===== src/rtl/mux_seq_pkg.sv =====
// ---------------------------------------------------------------------------
// mux_seq_pkg
//   Shared definitions for the mux select sequencer: FSM state encoding,
//   select-width helper and the GAP_CYCLES range limits.
// ---------------------------------------------------------------------------
package mux_seq_pkg;

    // State encoding kept as fixed constants so existing decoders and
    // waveform filters keyed on the raw 2-bit values keep working.
    typedef logic [1:0] state_t;

    localparam state_t IDLE = 2'd0;
    localparam state_t SCAN = 2'd1;
    localparam state_t GAP  = 2'd2;

    // Inter-word idle gap: 0..GAP_CYCLES_MAX cycles, counted in GAP_CNT_W bits.
    localparam int unsigned GAP_CYCLES_MAX = 15;
    localparam int unsigned GAP_CNT_W      = 4;

    // Select width for a DATA_W-input mux.
    function automatic int unsigned sel_w(input int unsigned data_w);
        return $clog2(data_w);
    endfunction

endpackage


===== src/rtl/mux_hold_reg.sv =====
// ---------------------------------------------------------------------------
// mux_hold_reg
//   One-entry DATA_W holding buffer for the sequencer. Owns the full flag
//   and the registered upstream ready.
// Ports
//   clk        in   rising-edge clock
//   rst        in   asynchronous active-high reset
//   load       in   capture load_data (word arriving while active is busy)
//   load_data  in   word to capture
//   unload     in   held word is being moved to the active register
//   hold_data  out  held word
//   hold_full  out  buffer occupied
//   in_ready   out  registered !hold_full; 0 during reset
// ---------------------------------------------------------------------------
module mux_hold_reg #(
    parameter int unsigned DATA_W = 8
) (
    input  logic              clk,
    input  logic              rst,
    input  logic              load,
    input  logic [DATA_W-1:0] load_data,
    input  logic              unload,
    output logic [DATA_W-1:0] hold_data,
    output logic              hold_full,
    output logic              in_ready
);

    logic full_next;

    // Load wins over unload: a word arriving on the unload edge refills the slot.
    always_comb begin
        full_next = hold_full;
        if (unload) full_next = 1'b0;
        if (load)   full_next = 1'b1;
    end

    // in_ready is computed from the next full state so it is a plain flop
    // output yet still tracks hold_full cycle-for-cycle.
    always_ff @(posedge clk or posedge rst) begin
        if (rst) begin
            hold_full <= 1'b0;
            in_ready  <= 1'b0;
            hold_data <= '0;
        end else begin
            hold_full <= full_next;
            in_ready  <= !full_next;
            if (load) hold_data <= load_data;
        end
    end

endmodule


===== src/rtl/mux_sel_sequencer.sv =====
// ---------------------------------------------------------------------------
// mux_sel_sequencer
//   Feeds a registered DATA_W:1 mux. Accepts words over valid/ready, holds
//   each word stable on mux_data and walks mux_sel through every index, one
//   per clock, so the mux serialises the word. A one-entry hold buffer lets
//   back-to-back words stream without a bubble.
// Parameters
//   DATA_W      word width (power of two, >= 2)
//   MSB_FIRST   0: sel walks 0..DATA_W-1, 1: sel walks DATA_W-1..0
//   GAP_CYCLES  idle cycles (mux_en=0) after each word, 0..15
// Ports
//   clk, rst    clock / asynchronous active-high reset
//   in_valid    upstream word valid
//   in_data     upstream word
//   in_ready    sequencer can accept a word this cycle
//   mux_data    word presented to the mux, stable for the whole scan
//   mux_sel     mux select
//   mux_en      mux_sel is a live scan index
//   word_start  first index of a word is on mux_sel
//   word_done   last index of a word is on mux_sel
//   busy        state != IDLE
// ---------------------------------------------------------------------------
module mux_sel_sequencer
    import mux_seq_pkg::*;
#(
    parameter int unsigned DATA_W     = 8,
    parameter bit          MSB_FIRST  = 1'b0,
    parameter int unsigned GAP_CYCLES = 0,
    localparam int unsigned SEL_W     = sel_w(DATA_W)
) (
    input  logic              clk,
    input  logic              rst,
    input  logic              in_valid,
    input  logic [DATA_W-1:0] in_data,
    output logic              in_ready,
    output logic [DATA_W-1:0] mux_data,
    output logic [SEL_W-1:0]  mux_sel,
    output logic              mux_en,
    output logic              word_start,
    output logic              word_done,
    output logic              busy
);

    localparam logic [SEL_W-1:0]     FIRST_IDX = MSB_FIRST ? SEL_W'(DATA_W - 1) : '0;
    localparam logic [SEL_W-1:0]     LAST_IDX  = MSB_FIRST ? '0 : SEL_W'(DATA_W - 1);
    localparam logic [GAP_CNT_W-1:0] GAP_LOAD  = GAP_CNT_W'(GAP_CYCLES);

    state_t               state;
    logic [SEL_W-1:0]     sel;
    logic [GAP_CNT_W-1:0] gap_cnt;
    logic [DATA_W-1:0]    active;

    logic              xfer;
    logic              at_last;
    logic              end_to_gap;
    logic              reload_pt;
    logic              take_hold;
    logic              bypass;
    logic              idle_take;
    logic              hold_load;
    logic              hold_unload;
    logic [DATA_W-1:0] hold_data;
    logic              hold_full;

    assign xfer    = in_valid && in_ready;
    assign at_last = (state == SCAN) && (sel == LAST_IDX);

    // Word boundary: either the last scan index (no gap) or the final gap
    // cycle. Both apply the same reload-or-idle rule below.
    assign end_to_gap = at_last && (GAP_CYCLES != 0);
    assign reload_pt  = (at_last && (GAP_CYCLES == 0)) ||
                        ((state == GAP) && (gap_cnt == GAP_CNT_W'(1)));

    // Held word takes priority; with an empty hold a word arriving on the
    // boundary edge goes straight to active. Any other accepted word that is
    // not the IDLE pickup lands in hold.
    assign take_hold   = reload_pt && hold_full;
    assign bypass      = reload_pt && !hold_full && xfer;
    assign idle_take   = (state == IDLE) && xfer;
    assign hold_load   = xfer && !bypass && !idle_take;
    assign hold_unload = take_hold;

    mux_hold_reg #(
        .DATA_W(DATA_W)
    ) u_hold (
        .clk       (clk),
        .rst       (rst),
        .load      (hold_load),
        .load_data (in_data),
        .unload    (hold_unload),
        .hold_data (hold_data),
        .hold_full (hold_full),
        .in_ready  (in_ready)
    );

    always_ff @(posedge clk or posedge rst) begin
        if (rst) begin
            state   <= IDLE;
            sel     <= '0;
            gap_cnt <= '0;
            active  <= '0;
        end else if (reload_pt) begin
            if (take_hold) begin
                active <= hold_data;
                sel    <= FIRST_IDX;
                state  <= SCAN;
            end else if (bypass) begin
                active <= in_data;
                sel    <= FIRST_IDX;
                state  <= SCAN;
            end else begin
                sel    <= '0;
                state  <= IDLE;
            end
        end else begin
            case (state)
                IDLE: begin
                    if (xfer) begin
                        active <= in_data;
                        sel    <= FIRST_IDX;
                        state  <= SCAN;
                    end
                end
                SCAN: begin
                    if (end_to_gap) begin
                        gap_cnt <= GAP_LOAD;
                        sel     <= '0;
                        state   <= GAP;
                    end else if (MSB_FIRST) begin
                        sel <= sel - 1'b1;
                    end else begin
                        sel <= sel + 1'b1;
                    end
                end
                GAP: begin
                    gap_cnt <= gap_cnt - 1'b1;
                end
                default: begin
                    sel   <= '0;
                    state <= IDLE;
                end
            endcase
        end
    end

    assign mux_data   = active;
    assign mux_sel    = sel;
    assign mux_en     = (state == SCAN);
    assign word_start = mux_en && (sel == FIRST_IDX);
    assign word_done  = mux_en && (sel == LAST_IDX);
    assign busy       = (state != IDLE);

endmodule

===== config.mk =====
export PLATFORM = sky130hd
export DESIGN_NAME = mux_sel_sequencer
export DESIGN_NICKNAME = d
export VERILOG_FILES = /design/src/rtl/mux_seq_pkg.sv /design/src/rtl/mux_hold_reg.sv /design/src/rtl/mux_sel_sequencer.sv
export SDC_FILE = /design/constraint.sdc
export NUM_CORES = 1
export LEC_CHECK = 0
export CAP_MARGIN = 30
export CORE_MARGIN = 8
export CORE_UTILIZATION = 47
export CTS_CLUSTER_DIAMETER = 100
export DETAILED_ROUTE_END_ITERATION = 10
export GPL_ROUTABILITY_DRIVEN = 0
export GPL_TIMING_DRIVEN = 0
export PLACE_DENSITY = 0.78
export REMOVE_ABC_BUFFERS = 1
export SLEW_MARGIN = 20
export SYNTH_ARGS = -nofsm -noshare
export SYNTH_HDL_FRONTEND = slang
export SYNTH_SLANG_ARGS = --single-unit
export TNS_END_PERCENT = 50

===== constraint.sdc =====
create_clock -name clk -period 1.9 [get_ports clk]
set_input_delay 0.38 -clock clk [delete_from_list [all_inputs] [get_ports clk]]
set_output_delay 0.38 -clock clk [all_outputs]
set_load 0.05 [all_outputs]

==> flow_summary_export.csv, run 1 <==
group,metric,value,unit
detailed_routing,wire_per_inst,14.53,um
timing,setup_viol,0,
logic_synthesis,yosysMostFrequentCell,"mux2_2",
detailed_routing,top_layer,"met4",
logic_synthesis,ys.flop_type,"dfrtp_1",
detailed_routing,viasPerCell,5.052,
logic_synthesis,synth_area_leaders,"dfrtp_1, mux2_2, nand2_1",
timing,tightest_slew,0.8148,ns
floorplan,rows,17,
cts,clk_latency,0.30,ns
setup_path,worst_setup_path_start_kind,"flip-flop",
placed_design,dp_hpwl,1.416,mm
placed_design,portBuffers,26,
setup_path,crit_fanout,2,
logic_synthesis,ys_top_cells_by_count,"mux2_2, dfrtp_1, nand2_1, inv_1, ha_1",
logic_synthesis,synth_seq_area_share,53.86,%
setup_path,reg2reg_depth,5,
logic_synthesis,syn_area,1022,sq um
run,drv_cap,0,
floorplan,die_h,62.64,um
setup_path,worstPathCellList,"clkdlybuf4s50_1",
setup_path,crit_type,"flip-flop to output port",
detailed_routing,totalWireLength,1.962,mm
logic_synthesis,async_flop_share,100.0,%
grt,grt_max_degree,23,
timing,fmax,0.5397,GHz
setup_path,cp.depth,1,
floorplan,io_pins,27,
detailed_routing,m1WireLength,879,um
timing,post-route-min-period,1.853,ns
cts,clk_path_buf_depth,2,
grt,antenna_found_initial,0,
setup_path,cpLargestDelayFamily,"buffers and inverters",
placed_design,dpl_worst_slack,-0.2586,ns
detailed_routing,drt_pass1_iterations,4,
worst_hold_path,holdPathStages,1,
setup_path,cp_num_buf_inv,1,
layout,nets,122,
detailed_routing,drt_iter0_drc,13,
setup_path,arrival,1.47,ns
logic_synthesis,synth_area_leader_cell,"dfrtp_1",
cts,numCtsBuffers,3,
floorplan,initial_core_util,48.06,%
logic_synthesis,synth_seq_cells,22,
layout,nFillCells,175,
timing,slew_headroom,45.62,%
detailed_routing,ant_nets,0,
cts,postCtsHoldBufs,0,
setup_path,worstSetupEndpointType,"output port",
floorplan,die_area,3923,sq um
timing,drv_slew,0,
cts,cts_tree,"built",
timing,hold_violations,0,
logic_synthesis,synth_cell_types,16,
logic_synthesis,synth_area_per_cell,13.11,sq um
worst_hold_path,hold_class,"flip-flop to flip-flop",
layout,drive_gt1_share,36.45,%
floorplan,core,2127,sq um
logic_synthesis,yosysWarnings,0,
status,status,"completed",
timing,worst_slack,0.04715,ns
logic_synthesis,yosys.area.top_type_share,53.86,%
cts,htree_levels,1,
detailed_routing,dr_wl_met2,939,um
cts,cts.clk_slew.worst_paths,0.12,ns
floorplan,die-width,62.64,um
cts,cts-root-buf,"clkbuf_4",
layout,antenna_cells,0,
grt,grt_pass1_vias,716,
logic_synthesis,synth_edf_count,0,
layout,utilization,65.00,%
detailed_routing,drc,0,
timing,fin_crit_sh,97.52,%
setup_path,required,1.52,ns
detailed_routing,vias,682,
setup_path,cp_slowest_cell,"clkdlybuf4s50_1",
logic_synthesis,synthCells,78,
setup_path,cpPeakStageDelay,0.81,ns
grt,track_usage,10.36,%
cts,cts.sinks,22,
grt,grt_remaining_overflow,0,
timing,finClkSkew,0.003194,ns
layout,syn_to_final_growth,35.25,%
detailed_routing,wl_met3,112,um
grt,grt_pass1_wl,3.360,mm
[final cells by class]
type                            count  area, sq um  area share, %
Clock buffer                        4        36.28          2.624
Inverter                            5        18.77          1.357
Multi-Input combinational cell     49        466.7          33.76
Sequential cell                    22        551.8          39.91
Tap cell                           28        35.03          2.534
Timing Repair Buffer               27        274.0          19.82
[path summary, 6_finish.rpt]
kind                                                   end                            start  slack (ns)
min reg2reg                u_hold.hold_data[2]$_DFFE_PP0P_  u_hold.hold_data[2]$_DFFE_PP0P_        0.52
min in group asynchronous  u_hold.hold_data[4]$_DFFE_PP0P_                              rst        0.53
max                                            mux_data[1]          mux_data[1]$_DFFE_PP0P_        0.05
max in group asynchronous             state[0]$_DFFE_PP0P_                              rst        0.82
max reg2reg                        mux_data[5]$_DFFE_PP0P_           mux_sel[1]$_DFFE_PP0P_        0.11
min                        u_hold.hold_data[2]$_DFFE_PP0P_  u_hold.hold_data[2]$_DFFE_PP0P_        0.52
[kinds of logic after synthesis]
| family | Yosys count | share of synthesized area, % |
|---|---|---|
| adders and majority gates | 3 | 3.672 |
| DFF | 22 | 53.86 |
| buffers and inverters | 7 | 3.060 |
| and+or+nand+nor | 16 | 7.345 |
| AOI/OAI and AO/OA | 6 | 5.630 |
| muxes | 24 | 26.44 |
[metal layers]
layer | up-vias | GRT usage [%]
met2 | 21 | 15.91
met5 | - | 0
met4 | 0 | 5.128
met1 | 331 | 12.45
li1 | 326 | -
met3 | 4 | 3.763
[placed cells by master, fill, tap and decap left out, drive strengths merged]
master	n
a21oi	1
a22o	1
and2	1
and2b	1
buf	3
clkbuf	4
clkdlybuf4s50	11
dfrtp	22
dlygate4sd2	5
dlymetal6s2s	8
ha	3
inv	5
mux2	24
nand2	11
nand3	1
nor2	2
o2111ai	1
o21ai	1
o22ai	2
[registers in the layout, indices dropped and copies added (netlist names)]
name	flops
mux_data	8
mux_sel	3
state	1
u_hold.hold_data	8
u_hold.hold_full	1
u_hold.in_ready	1
[repair_timing]
item | CTS | global route
gates cloned | 0 | 0
setup endpoints to repair | 15 | 28
setup buffers | 0 | 1
resized for setup | 15 | 14
hold endpoints to repair | 0 | 0
[stage by stage]
stage,instance area [sq um],setup TNS [ns],std cells,hold WS (ns)
finish,1383,0,135,0.5178
detailed placement,1305,-0.6825,130,0.4930
global placement,1305,-0.2889,130,0.4840
CTS,1345,-0.05738,134,0.5201
global route,1383,-0.008351,135,0.5366
floorplan,1010,-3.537,76,0.3692
Power of run 1 is left out: the tool's default activity adds up to more than one toggle a clock period on the data nets, which glitch-free logic cannot reach.
==> inputs of run 2 (changes only) <==
--- a/config.mk
+++ b/config.mk
@@ -11,7 +11,6 @@
 export CTS_CLUSTER_DIAMETER = 100
 export DETAILED_ROUTE_END_ITERATION = 10
 export GPL_ROUTABILITY_DRIVEN = 0
-export GPL_TIMING_DRIVEN = 0
 export PLACE_DENSITY = 0.78
 export REMOVE_ABC_BUFFERS = 1
 export SLEW_MARGIN = 20
==> run 2 against run 1 <==
  * Final cell count is 2.2% higher
  * Clock-buffer cell count stayed put
  * Highest routed layer unchanged
  * Critical path depth stayed put
  * Routed wire length is 2.3% higher
==> flow_summary_export.csv, run 2 (synthesis gave the netlist of run 1 again) <==
group,metric,value,unit
floorplan,core,2127,sq um
layout,antenna_cells,0,
grt,grt_remaining_overflow,0,
floorplan,die_area,3923,sq um
placed_design,dp_hpwl,1.532,mm
layout,final_cell_mix,"mux2_2, dfrtp_1, nand2_1, clkdlybuf4s50_1, buf_4",
worst_hold_path,hold_class,"input port to asynchronous set/reset pin",
timing,grt_setup_unrepaired,"no",
timing,setup_viol,0,
layout,drive_gt1_share,44.55,%
power,clkPwrFrac,8.7,%
detailed_routing,drc,0,
timing,hold_violations,0,
setup_path,crit_fanout,2,
timing,fin_crit_sh,97.15,%
detailed_routing,drt_pass1_iterations,4,
power,p_int,1568,uW
power,ir_worst_vdd,1259,uV
cts,cts_tree,"built",
cts,cts-root-buf,"clkbuf_4",
setup_path,worstPathCellList,"clkdlybuf4s50_1",
setup_path,crit_type,"flip-flop to output port",
timing,drv_slew,0,
setup_path,required,1.52,ns
power,sequentialPowerShare,31.1,%
power,p_switching,1285,uW
cts,htree_levels,1,
floorplan,rows,17,
timing,post-route-min-period,1.846,ns
cts,numCtsBuffers,3,
placed_design,portBuffers,26,
layout,nets,125,
floorplan,io_pins,27,
grt,grt_pass1_wl,3.505,mm
setup_path,cpPeakStageDelay,0.80,ns
timing,slew_headroom,65.11,%
detailed_routing,viasPerCell,5.036,
setup_path,cpLargestDelayFamily,"buffers and inverters",
power,p_per_area,1990,nW/um^2
power,p_leak,0.0006761,uW
setup_path,cp_num_buf_inv,1,
setup_path,reg2reg_depth,5,
detailed_routing,drt_iter0_drc,2,
setup_path,cp_slowest_cell,"clkdlybuf4s50_1",
layout,utilization,67.41,%
cts,cts_setup_buffers,0,
floorplan,die_h,62.64,um
run,drv_cap,0,
cts,cts.clk_slew.worst_paths,0.12,ns
detailed_routing,vias,695,
floorplan,initial_core_util,48.06,%
power,p_comb_share,60.1,%
detailed_routing,wire_per_inst,14.54,um
status,status,"completed",
grt,antenna_found_initial,0,
setup_path,worstSetupEndpointType,"output port",
detailed_routing,ant_nets,0,
floorplan,die-width,62.64,um
power,finalPower,2853,uW
grt,grt_pass1_vias,791,
setup_path,arrival,1.47,ns
grt,track_usage,10.75,%
timing,tightest_slew,0.5224,ns
setup_path,worst_setup_path_start_kind,"flip-flop",
setup_path,cp.depth,1,
detailed_routing,totalWireLength,2.007,mm
cts,postCtsHoldBufs,0,
power,swShare,45.05,%
timing,finClkSkew,0.004496,ns
cts,clk_path_buf_depth,2,
timing,fmax,0.5417,GHz
cts,cts.sinks,22,
layout,layout_commonest_cell,"mux2_2",
cts,clk_latency,0.30,ns
layout,syn_to_final_growth,40.27,%
grt,grt_max_degree,23,
run 2: changes by cell type in the layout (fill, tap and decap cells not counted), sizes merged:
cell          change
dlygate4sd2       -5
buf              +11
dlymetal6s2s      -3
run 2: worst paths after layout:
path / start / endpoint / slack (ns)
max reg2reg: mux_sel[0]$_DFFE_PP0P_ / mux_data[1]$_DFFE_PP0P_ / 0.14
min reg2reg: u_hold.hold_data[0]$_DFFE_PP0P_ / u_hold.hold_data[0]$_DFFE_PP0P_ / 0.52
min in group clk: u_hold.hold_data[0]$_DFFE_PP0P_ / u_hold.hold_data[0]$_DFFE_PP0P_ / 0.52
max in group asynchronous: rst / state[0]$_DFFE_PP0P_ / 1.26
min: rst / u_hold.hold_data[3]$_DFFE_PP0P_ / 0.40
max: mux_data[5]$_DFFE_PP0P_ / mux_data[5] / 0.05
run 2: cell type report:
type,instances,area [sq um]
Fill cell,161,693.2
Sequential cell,22,551.8
Multi-Input combinational cell,49,464.2
Timing Repair Buffer,30,327.8
Clock buffer,4,36.28
Tap cell,28,35.03
Inverter,5,18.77
run 2: repair_timing:
| item | CTS | global route |
|---|---|---|
| endpoints found under the setup margin | 9 | 6 |
| pin swaps | 0 | 0 |
| resized for setup | 3 | 6 |
run 2: per-stage QoR:
| step | TNS, ns | hold WS [ns] | instance area (sq um) | std cells | setup WS, ns |
|---|---|---|---|---|---|
| detailed placement | -0.3748 | 0.4956 | 1360 | 134 | -0.05365 |
| CTS | 0 | 0.4108 | 1411 | 138 | 0.01652 |
| global route | 0 | 0.4137 | 1434 | 138 | 0.006184 |
| global placement | -0.1483 | 0.4839 | 1360 | 134 | -0.02022 |
| floorplan | -3.537 | 0.3692 | 1010 | 76 | -0.3448 |
| finish | 0 | 0.4006 | 1434 | 138 | 0.05411 |
run 2: per-layer routing:
metal	track usage [%]	wire length, um
met5	0	0
met1	11.44	844
met4	5.128	34
met2	17.85	982
met3	4.659	146
run 2: power by group through the flow:
stage	Combinational (uW)	Sequential [uW]	Clock (uW)
global placement	1680	870	0
finish	1720	888	250
detailed placement	1720	886	0
global route	1830	924	282
CTS	1730	889	258
floorplan	619	1370	0
Note: power is estimated with default switching activity, not from simulation.
==> inputs of run 3 (changes only) <==
--- a/config.mk
+++ b/config.mk
@@ -7,11 +7,11 @@
 export LEC_CHECK = 0
 export CAP_MARGIN = 30
 export CORE_MARGIN = 8
-export CORE_UTILIZATION = 47
+export CORE_UTILIZATION = 40
 export CTS_CLUSTER_DIAMETER = 100
 export DETAILED_ROUTE_END_ITERATION = 10
 export GPL_ROUTABILITY_DRIVEN = 0
-export PLACE_DENSITY = 0.78
+export PLACE_DENSITY = 0.68
 export REMOVE_ABC_BUFFERS = 1
 export SLEW_MARGIN = 20
 export SYNTH_ARGS = -nofsm -noshare
==> constraint.sdc (replaced) <==
create_clock -name clk -period 2.2 [get_ports clk]
set_input_delay 0.44 -clock clk [delete_from_list [all_inputs] [get_ports clk]]
set_output_delay 0.44 -clock clk [all_outputs]
set_load 0.05 [all_outputs]
==> run 3 against run 2 <==
  * First-iteration DRC count rose to 10 times the previous value
  * Highest routed layer unchanged
  * Global-route usage down 1.1 points
  * Sequential share of layout area up 2.2 points
  * Final cell count down 0.72%
  * Final area down 5.6%
  * Largest cell class unchanged
  * Via count down 3.7%
==> flow_summary_export.csv, run 3 (synthesis gave the netlist of run 1 again) <==
group,metric,value,unit
setup_path,cp_num_buf_inv,1,
cts,cts-root-buf,"clkbuf_4",
cts,cts.clk_slew.worst_paths,0.12,ns
floorplan,die-width,66.55,um
detailed_routing,vias,669,
layout,layout_commonest_cell,"mux2_2",
cts,cts.sinks,22,
timing,hold_violations,0,
detailed_routing,drt_pass1_iterations,2,
timing,finClkSkew,0.0006948,ns
cts,clk_path_buf_depth,2,
placed_design,portBuffers,26,
cts,cts_setup_buffers,0,
setup_path,worst_setup_path_start_kind,"flip-flop",
grt,grt_remaining_overflow,0,
cts,postCtsHoldBufs,0,
timing,setup_viol,0,
timing,fmax,0.5048,GHz
detailed_routing,drc,0,
setup_path,cp_slowest_cell,"clkdlybuf4s50_1",
layout,nFillCells,224,
grt,grt_pass1_vias,745,
run,drv_cap,0,
detailed_routing,viasPerCell,4.883,
status,status,"completed",
timing,fin_crit_sh,90.05,%
grt,antenna_found_initial,0,
timing,grt_setup_unrepaired,"no",
floorplan,core,2455,sq um
timing,drv_slew,0,
detailed_routing,drt_iter0_drc,20,
detailed_routing,totalWireLength,1.950,mm
timing,tightest_slew,0.5517,ns
floorplan,initial_core_util,41.64,%
floorplan,io_pins,27,
layout,finish.instance_area,1354,sq um
worst_hold_path,hold_class,"input port to asynchronous set/reset pin",
placed_design,dp_hpwl,1.483,mm
setup_path,required,1.76,ns
timing,slew_headroom,63.22,%
layout,fin_cells,137,
layout,utilization,55.15,%
cts,clk_latency,0.30,ns
cts,numCtsBuffers,3,
grt,grt_pass1_wl,3.367,mm
layout,final_cell_mix,"mux2_2, clkdlybuf4s50_1, dfrtp_1, nand2_1, inv_1",
placed_design,place_inst,133,
layout,nets,122,
floorplan,die_area,4429,sq um
cts,cts-resized-gates,0,
detailed_routing,ant_nets,0,
timing,post-route-min-period,1.981,ns
layout,antenna_cells,0,
setup_path,crit_type,"flip-flop to output port",
grt,track_usage,9.685,%
timing,setup-tns-final,0,ns
cts,htree_levels,1,
layout,syn_to_final_growth,32.44,%
floorplan,die_h,66.55,um
setup_path,cpLargestDelayFamily,"buffers and inverters",
setup_path,worstPathCellList,"clkdlybuf4s50_1",
grt,grt_max_degree,23,
layout,drive_gt1_share,35.51,%
setup_path,crit_fanout,4,
detailed_routing,wire_per_inst,14.23,um
placed_design,place_area,1318,sq um
setup_path,arrival,1.54,ns
setup_path,worstSetupEndpointType,"output port",
setup_path,cpPeakStageDelay,0.82,ns
floorplan,rows,18,
cts,cts_tree,"built",
run 3: path summary, 6_finish.rpt:
kind	from	slack (ns)	cells past startpoint	end
min in group clk	u_hold.hold_data[5]$_DFFE_PP0P_	0.52	1	u_hold.hold_data[5]$_DFFE_PP0P_
max in group asynchronous	rst	1.52	3	state[0]$_DFFE_PP0P_
hold reg to reg	u_hold.hold_data[5]$_DFFE_PP0P_	0.52	1	u_hold.hold_data[5]$_DFFE_PP0P_
setup reg to reg	mux_sel[1]$_DFFE_PP0P_	0.29	5	u_hold.hold_data[0]$_DFFE_PP0P_
hold / removal	rst	0.46	3	mux_data[2]$_DFFE_PP0P_
setup / recovery	mux_sel[2]$_DFFE_PP0P_	0.22	1	mux_sel[2]
run 3: cell type report:
class                      instances  area [sq um]  share of cell area (%)
inverter                           5         18.77                   1.386
multi-input combinational         49         440.4                   32.53
clock buffer                       4         36.28                   2.680
timing repair buffer              27         270.3                   19.96
sequential                        22         550.5                   40.67
tap                               30         37.54                   2.773
run 3: per-layer routing:
metal	part of all wire (%)	global-route usage, %	vias up
met2	47	16.49	19
li1	-	-	327
met5	0	0	-
met1	43	10.67	321
met4	0.31	3.200	0
met3	9.2	3.859	2
run 3: stage by stage:
stage / hold slack (ns) / setup slack, ns
finish: 0.4649 / 0.2190
CTS: 0.4686 / 0.1911
global placement: 0.4886 / 0.2182
global route: 0.5003 / 0.1127
detailed placement: 0.4916 / 0.2081
floorplan: 0.4292 / -0.1048
Power of run 3 is left out for the same reason.
